[config.mk]
export PLATFORM = sky130hd
export DESIGN_NAME = cnu_serial_minsum
export DESIGN_NICKNAME = d
export VERILOG_FILES = /design/src/rtl/cnu_serial_minsum.sv
export SDC_FILE = /design/constraint.sdc
export NUM_CORES = 1
export LEC_CHECK = 0
export BUFFER_PORTS_ARGS = -buffer_cell sky130_fd_sc_hd__buf_2
export CORE_MARGIN = 5
export CORE_UTILIZATION = 29
export CTS_CLUSTER_SIZE = 12
export DETAILED_ROUTE_END_ITERATION = 8
export PLACE_DENSITY = 0.53
export SYNTH_ARGS = -nofsm -noshare
export SYNTH_HDL_FRONTEND = slang
export SYNTH_SLANG_ARGS = --single-unit
[constraint.sdc]
create_clock -name clk -period 3 [get_ports clk]
set_clock_uncertainty 0.1 [all_clocks]
set_input_delay 0.6 -clock clk [delete_from_list [all_inputs] [get_ports clk]]
set_output_delay 0.6 -clock clk [all_outputs]
set_load 0.02 [all_outputs]
[src/rtl/cnu_serial_minsum.sv]
// Serial min-sum check-node unit: collects one V2C message per handshake, then
// replays the C2V messages in arrival order.
`timescale 1ns/1ps
module cnu_serial_minsum #(
    parameter int MAG_W  = 4,
    parameter int DEG    = 20,
    parameter int IDX_W  = 5,
    parameter int OFFSET = 0
) (
    input  logic             clk,
    input  logic             rst_n,
    input  logic             in_valid,
    output logic             in_ready,
    input  logic [MAG_W-1:0] in_mag,
    input  logic             in_sign,
    input  logic             in_last,
    output logic             out_valid,
    input  logic             out_ready,
    output logic [MAG_W-1:0] out_mag,
    output logic             out_sign,
    output logic [IDX_W-1:0] out_idx,
    output logic             out_last,
    output logic [IDX_W-1:0] min1_index
);
    typedef enum logic [0:0] {COLLECT = 1'b0, EMIT = 1'b1} state_t;

    localparam logic [MAG_W-1:0] MAG_MAX  = {MAG_W{1'b1}};
    localparam logic [MAG_W-1:0] MAG_ZERO = {MAG_W{1'b0}};
    localparam logic [MAG_W-1:0] OFF_C    = OFFSET[MAG_W-1:0];
    localparam logic [IDX_W-1:0] IDX_ZERO = {IDX_W{1'b0}};
    localparam logic [IDX_W-1:0] IDX_ONE  = {{(IDX_W-1){1'b0}}, 1'b1};
    localparam logic [IDX_W-1:0] LAST_IDX = IDX_W'(DEG - 1);

    function automatic logic [MAG_W-1:0] sat_sub(input logic [MAG_W-1:0] v);
        if (v > OFF_C) begin
            return v - OFF_C;
        end else begin
            return MAG_ZERO;
        end
    endfunction

    state_t           state_q, state_d;
    logic [MAG_W-1:0] min1_q, min1_d, min2_q, min2_d, mag_sel_s;
    logic [IDX_W-1:0] min1_idx_q, min1_idx_d, cnt_q, cnt_d;
    logic [IDX_W-1:0] out_cnt_q, out_cnt_d, last_idx_q, last_idx_d;
    logic [DEG-1:0]   sign_q, sign_d;
    logic             parity_q, parity_d;

    // State register bank
    always_ff @(posedge clk or negedge rst_n) begin
        if (!rst_n) begin
            state_q    <= COLLECT;
            min1_q     <= MAG_MAX;
            min2_q     <= MAG_MAX;
            min1_idx_q <= IDX_ZERO;
            cnt_q      <= IDX_ZERO;
            out_cnt_q  <= IDX_ZERO;
            last_idx_q <= IDX_ZERO;
            sign_q     <= {DEG{1'b0}};
            parity_q   <= 1'b0;
        end else begin
            state_q    <= state_d;
            min1_q     <= min1_d;
            min2_q     <= min2_d;
            min1_idx_q <= min1_idx_d;
            cnt_q      <= cnt_d;
            out_cnt_q  <= out_cnt_d;
            last_idx_q <= last_idx_d;
            sign_q     <= sign_d;
            parity_q   <= parity_d;
        end
    end

    // Next-state: min1/min2 tracking while collecting, output sequencing while emitting
    always_comb begin
        state_d    = state_q;
        min1_d     = min1_q;
        min2_d     = min2_q;
        min1_idx_d = min1_idx_q;
        cnt_d      = cnt_q;
        out_cnt_d  = out_cnt_q;
        last_idx_d = last_idx_q;
        sign_d     = sign_q;
        parity_d   = parity_q;
        case (state_q)
            COLLECT: begin
                if (in_valid) begin
                    sign_d[cnt_q] = in_sign;
                    parity_d      = parity_q ^ in_sign;
                    // Strict compare keeps the earliest index on ties
                    if (in_mag < min1_q) begin
                        min2_d     = min1_q;
                        min1_d     = in_mag;
                        min1_idx_d = cnt_q;
                    end else if (in_mag < min2_q) begin
                        min2_d = in_mag;
                    end else begin
                        min2_d = min2_q;
                    end
                    if (in_last || (cnt_q == LAST_IDX)) begin
                        last_idx_d = cnt_q;
                        out_cnt_d  = IDX_ZERO;
                        state_d    = EMIT;
                    end else begin
                        cnt_d = cnt_q + IDX_ONE;
                    end
                end else begin
                    state_d = COLLECT;
                end
            end
            EMIT: begin
                if (out_ready) begin
                    if (out_cnt_q == last_idx_q) begin
                        min1_d     = MAG_MAX;
                        min2_d     = MAG_MAX;
                        min1_idx_d = IDX_ZERO;
                        parity_d   = 1'b0;
                        cnt_d      = IDX_ZERO;
                        state_d    = COLLECT;
                    end else begin
                        out_cnt_d = out_cnt_q + IDX_ONE;
                    end
                end else begin
                    state_d = EMIT;
                end
            end
            default: begin
                state_d = COLLECT;
            end
        endcase
    end

    // C2V outputs decoded from registered state only; forced to zero outside EMIT
    always_comb begin
        mag_sel_s = (out_cnt_q == min1_idx_q) ? min2_q : min1_q;
        if (state_q == EMIT) begin
            out_valid = 1'b1;
            out_mag   = sat_sub(mag_sel_s);
            out_sign  = parity_q ^ sign_q[out_cnt_q];
            out_idx   = out_cnt_q;
            out_last  = (out_cnt_q == last_idx_q);
        end else begin
            out_valid = 1'b0;
            out_mag   = MAG_ZERO;
            out_sign  = 1'b0;
            out_idx   = IDX_ZERO;
            out_last  = 1'b0;
        end
    end

    assign in_ready   = (state_q == COLLECT);
    assign min1_index = min1_idx_q;

endmodule

Word-level counts from Yosys, hierarchy flattened
Cells that the tools add are included.
{"block": "classes", "add_sub_neg": 2, "mul": 0, "n_div": 0, "magnitude_cmp": 6, "n_eq_ne": 11, "shift": 0, "muxes": 43, "bitwise_logic": 3, "n_reduce_logical": 9}
{"cell": "2-to-1 mux 5 bit", "n": 11}
{"cell": "2-to-1 mux 4 bit", "n": 10}
{"cell": "case mux 5 bit (2 select lines)", "n": 3}
{"cell": "bitwise mux 20 bit", "n": 1}
{"cell": "case mux 4 bit (2 select lines)", "n": 2}
{"cell": "AND reduction 4 bit", "n": 4}
{"cell": "< comparator 5 x 6 -> 1 bit (second input constant)", "n": 2}
{"cell": "2-to-1 mux 1 bit", "n": 12}
{"cell": "adder 5 x 1 -> 5 bit (second input constant)", "n": 2}
{"cell": "equality test 5 bit", "n": 2}
{"cell": "< comparator 4 bit", "n": 2}
{"cell": "!= test 2 bit (second input constant)", "n": 4}
{"cell": "!= test 2 x 1 -> 1 bit (second input constant)", "n": 3}
{"cell": "AND reduction 3 bit", "n": 2}
{"cell": "binary-select mux 1 bit (select 5 bit)", "n": 1}
{"cell": "demux 1 bit (select 5 bit)", "n": 1}
{"cell": "equality test 5 bit (second input constant)", "n": 1}
{"cell": ">= comparator 5 x 1 -> 1 bit (second input constant)", "n": 1}
{"cell": "greater-than comparator 4 x 1 -> 1 bit (second input constant)", "n": 1}
{"cell": "case mux 1 bit (2 select lines)", "n": 2}
{"cell": "!= test 3 x 1 -> 1 bit (second input constant)", "n": 1}
{"cell": "AND reduction 2 bit", "n": 1}
{"cell": "bitwise XOR 1 bit", "n": 2}
{"cell": "logical AND 1 bit", "n": 1}
{"cell": "2 further kinds", "n": 2}
{"block": "word_totals", "ff_bits": 50, "latchBits": 0, "mem_bits_rw": 0, "romBits": 0, "out_inout_bits": 18, "elab_cells": 83, "mem_count": 0}

Depth between registers and ports, before layout
Gate-level depths: netlist of run 1.
{"block": "logic_depth", "ltp_word": 5, "depth_mapped": 8}

Worst setup path before layout of run 1
No wires, ideal clock.
{"block": "synth_timing", "kind": "reg2out", "from": "register out_cnt_q[0]", "to": "output out_sign", "arrival_ns": 1.920, "setup_slack_ns": 0.380, "path_stages_with_launch": 8, "path_cell_list": "dfrtp_1 buf_6 mux4_2 nor2b_1 a2111oi_2 a221oi_2 xnor2_1 nor2_1"}
{"block": "synth_between", "elab_chain_cells": 4}
{"element": "start, declared", "line": "45", "text": "logic [IDX_W-1:0] out_cnt_q, out_cnt_d, last_idx_q, last_idx_d;"}
{"element": "start signal, assigned", "line": "67", "text": "out_cnt_q <= out_cnt_d;"}
{"element": "binary-select mux 1 bit (select 5 bit)", "line": "139", "text": "out_sign = parity_q ^ sign_q[out_cnt_q];"}
{"element": "2-to-1 mux 1 bit (not written as such)", "line": "139"}
{"element": "bitwise XOR 1 bit", "line": "139"}
{"element": "2-to-1 mux 1 bit", "line": "136", "text": "if (state_q == EMIT) begin"}
{"element": "end, declared", "line": "20", "text": "output logic out_sign,"}
No other way between the ends. The select of a mux whose other input is x is not followed.

Final worst setup path of run 1
Same ends and word-level chain as after synthesis.

==> flow_summary.toml, run 1 <==
[detailed_routing]
drt_wl_total_um = 6840
ant_nets = 0
vias = 2104
drt-wirelength-per-cell_um = 15.5
drc = 0
drt-initial-drc-count = 92
drt_first_pass_iters = 4
drt-vias-per-instance = 4.77

[pwr]
p_int_mw = 1.80
power_frac_seq_pct = 36.1
power.net_switching_mw = 1.32
pwr_density_cell_nw_per_um2 = 944
p_leak_nw = 1.56
power_frac_clock_pct = 12.7
pwr-share-comb_pct = 51.2
irDropWorstVdd_mv = 0.261
swShare_pct = 42.3

[placement]
portBuffers = 27
postPlaceCellArea_um2 = 3180
dp_slack_ns = 0.414
dp_hpwl_um = 4900
routabilityCongestion = 0.752

[synthesis]
ys_warn_count = 0
synthesis.area_um2 = 2900
avgSynthCellArea_um2 = 10.5
synth_cell_type_count = 43
syn_nets = 298
synth_ff_type = "dfrtp_1"
yosys.area.top_type = "dfrtp_1"
synthArstFlopShare_pct = 100
synthTopCellsByArea = "dfrtp_1, mux2_2, dfstp_2"
synthCells = 277
netlist.area_leader.share_pct = 36.3
ys_ff_latch = 50
synth_edf_count = 0
yosysSeqAreaShare_pct = 43.6

[worst_setup_path]
cp.required_ns = 2.30
cpMaxStageDelayCell = "mux4_2"
r2r_end = "min1_index[0]"
crit_path_max_incr_delay_ns = 0.49
crit_arrival_ns = 2.19
crit_type = "flip-flop to primary output"
reg2reg_from = "out_cnt_q[0]"
end_kind = "primary output"
r2r_slack_ns = 0.67
worstPathCellList = "buf_12 > mux2i_1 > mux4_2 > a221oi_2 > xnor2_1 > nor2_1 > buf_4"
crit_end = "out_sign"
cp_max_fo = 7
crit_start = "out_cnt_q[0]"
startpoint_type = "flip-flop"
rr_worst_depth = 8

[floorplanning]
rows = 36
boundaryPins = 28
dieArea_um2 = 12100
fp.dieH_um = 110
die_w_um = 110
core_area_um2 = 9770
start_util_pct = 29.6

[grt]
grt_pass1_wl_um = 11200
grt.total_usage_pct = 12.2
antenna_found_initial = 0
grt_overflow_total = 0
grt_pass1_vias = 2108
grt_start_max_net_pins = 51

[final_layout]
regArea_um2 = 1260
areaGrowthSynthToFinish_pct = 14.3
final_area_um2 = 3310
multi_input_area_um2 = 1500
n_antenna_cell = 0
fin_util_pct = 33.9
nets = 328
nFillCells = 1016
drive_gt1_share_pct = 29.2

[timing]
rsz0062_at_grt = "yes"
hold_viol_final = 0
setup_slack_ns = 0.106
period_needed_ns = 2.89
slew_headroom_pct = 66.2
fmaxAchievable_mhz = 346
worst_pin_slew_ns = 0.503
finalCritPeriodShare_pct = 96.5
report.final.slew_viol_count = 0
setup_viol = 0

[clocking]
clockRootBuffer = "clkbuf_8"
cts_tree = "built"
cts_buffers = 5
htree_levels = 2
clk_path_buf_depth = 2
clkTransAtPathRegs_ns = 0.11
cts_hold_buffers = 0
clock_latency_ns = 0.32
cts_num_sinks = 50

[outcome]
status = "complete, no violations"

[run]
cap_violations = 0

[worst_hold_path]
hp-class = "input pin to asynchronous set/reset pin"
==> layer usage <==
layer  global-route usage [%]  part of all wire [%]
met1                     17.2                    50
met2                     18.3                    45
met3                     2.58                   3.2
met4                     4.27                   1.4
met5                        0                     0
==> timing repair <==
action | 4_1_cts | 5_1_grt
resized for setup | 0 | 7
endpoints found under the setup margin | 0 | 1
setup buffers | 0 | 2
==> critical path, delay by kind of cell, from the launching register on <==
family          cells  cell delay [ns]
mux                 2             0.61
compound gates      1             0.28
simple gates        1             0.05
buf+inv             2             0.32
flops               1             0.46
xor+xnor            1             0.15
==> layout by cell type (no fill, tap or decap), types with 3 or more instances in the layout <==
master / Yosys / routed
a21oi_1: 5 / 5
a22o_1: 5 / 5
and2_1: 9 / 9
buf_2: 6 / 26
buf_4: 3 / 11
clkbuf_8: 0 / 5
dfrtp_1: 42 / 41
dfstp_2: 8 / 8
ha_1: 11 / 11
inv_1: 10 / 10
mux2_2: 26 / 26
mux2i_1: 13 / 13
mux4_2: 2 / 3
nand2_1: 38 / 38
nand3_1: 7 / 7
nand4_1: 4 / 4
nor2_1: 19 / 19
nor2b_1: 4 / 4
nor3b_1: 3 / 3
o211ai_1: 5 / 5
o21ai_0: 11 / 11
xnor2_1: 4 / 4
xor2_1: 13 / 13
==> sequential cells by signal, summed over array words and instances (netlist names) <==
signal	cells
cnt_q	5
last_idx_q	5
min1_index	5
min1_q	4
min2_q	4
out_cnt_q	5
parity_q	1
sign_q	20
state_q	1
==> cell usage after synthesis (all sizes together) (2+ instances only) <==
cell type / count
clkbuf: 5
o21ai: 12
nor2b: 4
buf: 11
xor2: 13
mux2i: 13
nor3b: 3
ha: 11
nand3: 7
a22o: 5
xnor2: 4
nor3: 3
nand4: 4
dfstp: 8
a211oi: 2
and3: 2
nor2: 19
mux4: 3
a21oi: 6
nand2: 39
dfrtp: 42
nand2b: 2
o211ai: 5
and2: 10
inv: 10
mux2: 27
==> stage by stage <==
stage	power [mW]	hold WS (ns)	instances	TNS, ns
4_1_cts	3.11	0.166	439	0
3_5_place_dp	2.70	0.390	431	0
6_report	3.12	0.156	441	0
5_1_grt	3.40	0.183	441	-0.0298
2_1_floorplan	2.25	0.204	277	0
3_3_place_gp	2.68	0.386	431	0
==> power groups by stage <==
stage | clock (mW) | sequential, mW | combinational [mW]
final | 0.397 | 1.13 | 1.60
after global routing | 0.434 | 1.16 | 1.80
after CTS | 0.411 | 1.12 | 1.57
after detailed placement | 0 | 1.14 | 1.56
after global placement | 0 | 1.13 | 1.55
after floorplan | 0 | 1.08 | 1.17
==> cell type report <==
class,count,share of cell area [%]
clock buffers,6,2.19
repair buffers,39,7.64
clock inverters,2,0.454
inverters,10,1.13
multi-input cells,201,45.4
flip-flops and latches,50,38.1
well taps,133,5.03
==> cell families after synthesis <==
logic type | count (synthesis) | share of synthesized area [%]
compound gates | 36 | 8.90
xor+xnor | 17 | 5.14
fa+ha+maj | 11 | 4.75
buf+inv | 26 | 4.84
flops | 50 | 43.6
mux | 43 | 17.5
simple gates | 94 | 15.3
==> how the worst min path moves through the flow <==
stage / endpoint / depth (start not counted) / start
final: sign_q[9] / 2 / rst_n
after global placement: sign_q[3] / 1 / sign_q[3]
after CTS: sign_q[8] / 2 / rst_n
after detailed placement: sign_q[9] / 1 / sign_q[9]
after floorplan: cnt_q[0] / 0 / rst_n
after global routing: sign_q[9] / 2 / rst_n
(Power assumes the default switching activity.)
==> run 2: changes to the inputs <==
--- a/config.mk
+++ b/config.mk
@@ -7,10 +7,10 @@
 export LEC_CHECK = 0
 export BUFFER_PORTS_ARGS = -buffer_cell sky130_fd_sc_hd__buf_2
 export CORE_MARGIN = 5
-export CORE_UTILIZATION = 29
+export CORE_UTILIZATION = 50
 export CTS_CLUSTER_SIZE = 12
 export DETAILED_ROUTE_END_ITERATION = 8
-export PLACE_DENSITY = 0.53
+export PLACE_DENSITY = 0.77
 export SYNTH_ARGS = -nofsm -noshare
 export SYNTH_HDL_FRONTEND = slang
 export SYNTH_SLANG_ARGS = --single-unit
==> flow_summary.toml, run 2 (same netlist as run 1, synthesis figures left out) <==
[worst_setup_path]
crit_start = "out_cnt_q[0]"
worstPathCellList = "buf_6 > mux2i_1 > mux4_2 > a221oi_2 > xnor2_1 > nor2_1 > buf_4"
cp.required_ns = 2.30
end_kind = "primary output"
rr_worst_depth = 7
crit_type = "flip-flop to primary output"
reg2reg_from = "out_cnt_q[1]"
cpMaxStageDelayCell = "mux4_2"
startpoint_type = "flip-flop"
cp_max_fo = 13
crit_path_max_incr_delay_ns = 0.47
r2r_end = "min2_q[1]"
cp_num_buf_inv = 2
crit_arrival_ns = 2.16
path_delay_family = "multiplexers"
r2r_slack_ns = 0.73

[timing]
worst_pin_slew_ns = 1.02
setup_viol = 0
report.final.slew_viol_count = 0
rsz0062_at_grt = "no"
fmaxAchievable_mhz = 350
setup_tns_ns = 0
slew_headroom_pct = 32.2
hold_viol_final = 0
whs_ns = 0.368
period_needed_ns = 2.86
finalCritPeriodShare_pct = 95.3
setup_slack_ns = 0.141

[grt]
grt_pass1_vias = 2196
antenna_found_initial = 0
grt_overflow_total = 0
grt_pass1_wl_um = 10900
grt.total_usage_pct = 18.6
grt_start_max_net_pins = 48

[placement]
portBuffers = 27
dp_hpwl_um = 4540
routabilityCongestion = 0.807
postPlaceCellArea_um2 = 3090
dp_slack_ns = 0.381

[final_layout]
largest_reg_flops = 20
max_flop_register = "sign_q"
nets = 327
areaGrowthSynthToFinish_pct = 11.6
n_antenna_cell = 0
final_area_um2 = 3230
layout_commonest_cell = "dfrtp_1"
mostFrequentLayoutCells = "dfrtp_1, nand2_1, mux2_2, buf_2, nor2_1"
drive_gt1_share_pct = 29.0

[clocking]
cts_tree = "built"
cts_buffers = 5
clockRootBuffer = "clkbuf_8"
clkTransAtPathRegs_ns = 0.09
cts_num_sinks = 50
clock_latency_ns = 0.30
clk_path_buf_depth = 2
htree_levels = 2
cts_hold_buffers = 0

[floorplanning]
die_w_um = 86.1
boundaryPins = 28
core_area_um2 = 5570
start_util_pct = 51.9
fp.dieH_um = 86.1
dieArea_um2 = 7410
rows = 27

[pwr]
p_leak_nw = 1.57
pwr_density_cell_nw_per_um2 = 981
irDropWorstVdd_mv = 0.464

[detailed_routing]
drt_first_pass_iters = 4
drt-wirelength-per-cell_um = 16.5
vias = 2113
drt-vias-per-instance = 5.58
drt-initial-drc-count = 138
drc = 0
drt_wl_total_um = 6260
ant_nets = 0

[outcome]
status = "complete, no violations"

[run]
cap_violations = 0

[worst_hold_path]
hp-class = "input pin to asynchronous set/reset pin"
run 2: cell count changes in the layout (fill, tap and decap cells not counted), sizes merged:
cell,change
buf,-1
bufinv,+1
clkinvlp,-1
run 2: area by class of cell:
class | instances | area (µm²)
Sequential cell | 50 | 1260
Multi-Input combinational cell | 201 | 1500
Tap cell | 72 | 90.1
Clock inverter | 2 | 37.5
Inverter | 10 | 37.5
Timing Repair Buffer | 38 | 228
Fill cell | 489 | 2340
Clock buffer | 6 | 72.6
run 2: worst max-delay path by stage:
| stage | endpoint | slack (ns) | depth (start not counted) |
|---|---|---|---|
| global placement | out_sign | 0.44 | 7 |
| CTS | out_sign | 0.04 | 7 |
| finish | out_sign | 0.14 | 7 |
| detailed placement | out_sign | 0.38 | 7 |
| global route | out_sign | 0.003 | 8 |
| floorplan | out_sign | 0.38 | 7 |
run 2: power breakdown:
| group | switching [mW] | internal, mW |
|---|---|---|
| clock network | 0.216 | 0.249 |
| registers | 0.203 | 0.920 |
| logic | 0.879 | 0.702 |
| total | 1.30 | 1.87 |
run 2: through the flow:
step,util (%),power [mW],cells
after global placement,55.5,2.63,370
after CTS,57.5,3.15,378
after global routing,58.0,3.43,379
final,58.0,3.17,379
after detailed placement,55.5,2.67,370
after floorplan,-,2.25,277
run 2: worst reg2reg max path: cells and delay by family, from the launching register on:
kind                      cells  cell delay [ns]
AOI/OAI and AO/OA             1             0.10
xor gates and xnor gates      1             0.17
buffers and inverters         1             0.21
DFF                           1             0.46
muxes                         1             0.33
and+or+nand+nor               3             0.84
run 2: metal layers:
layer  global-route usage [%]  share of wire, %
met2                     28.5                46
met4                     5.61               1.0
met5                        0                 0
met1                     25.9                49
met3                     4.42               4.0
run 2: what timing repair did:
| action | CTS | global route |
|---|---|---|
| setup buffers | 0 | 1 |
| resized for setup | 0 | 7 |
| endpoints found under the setup margin | 0 | 1 |
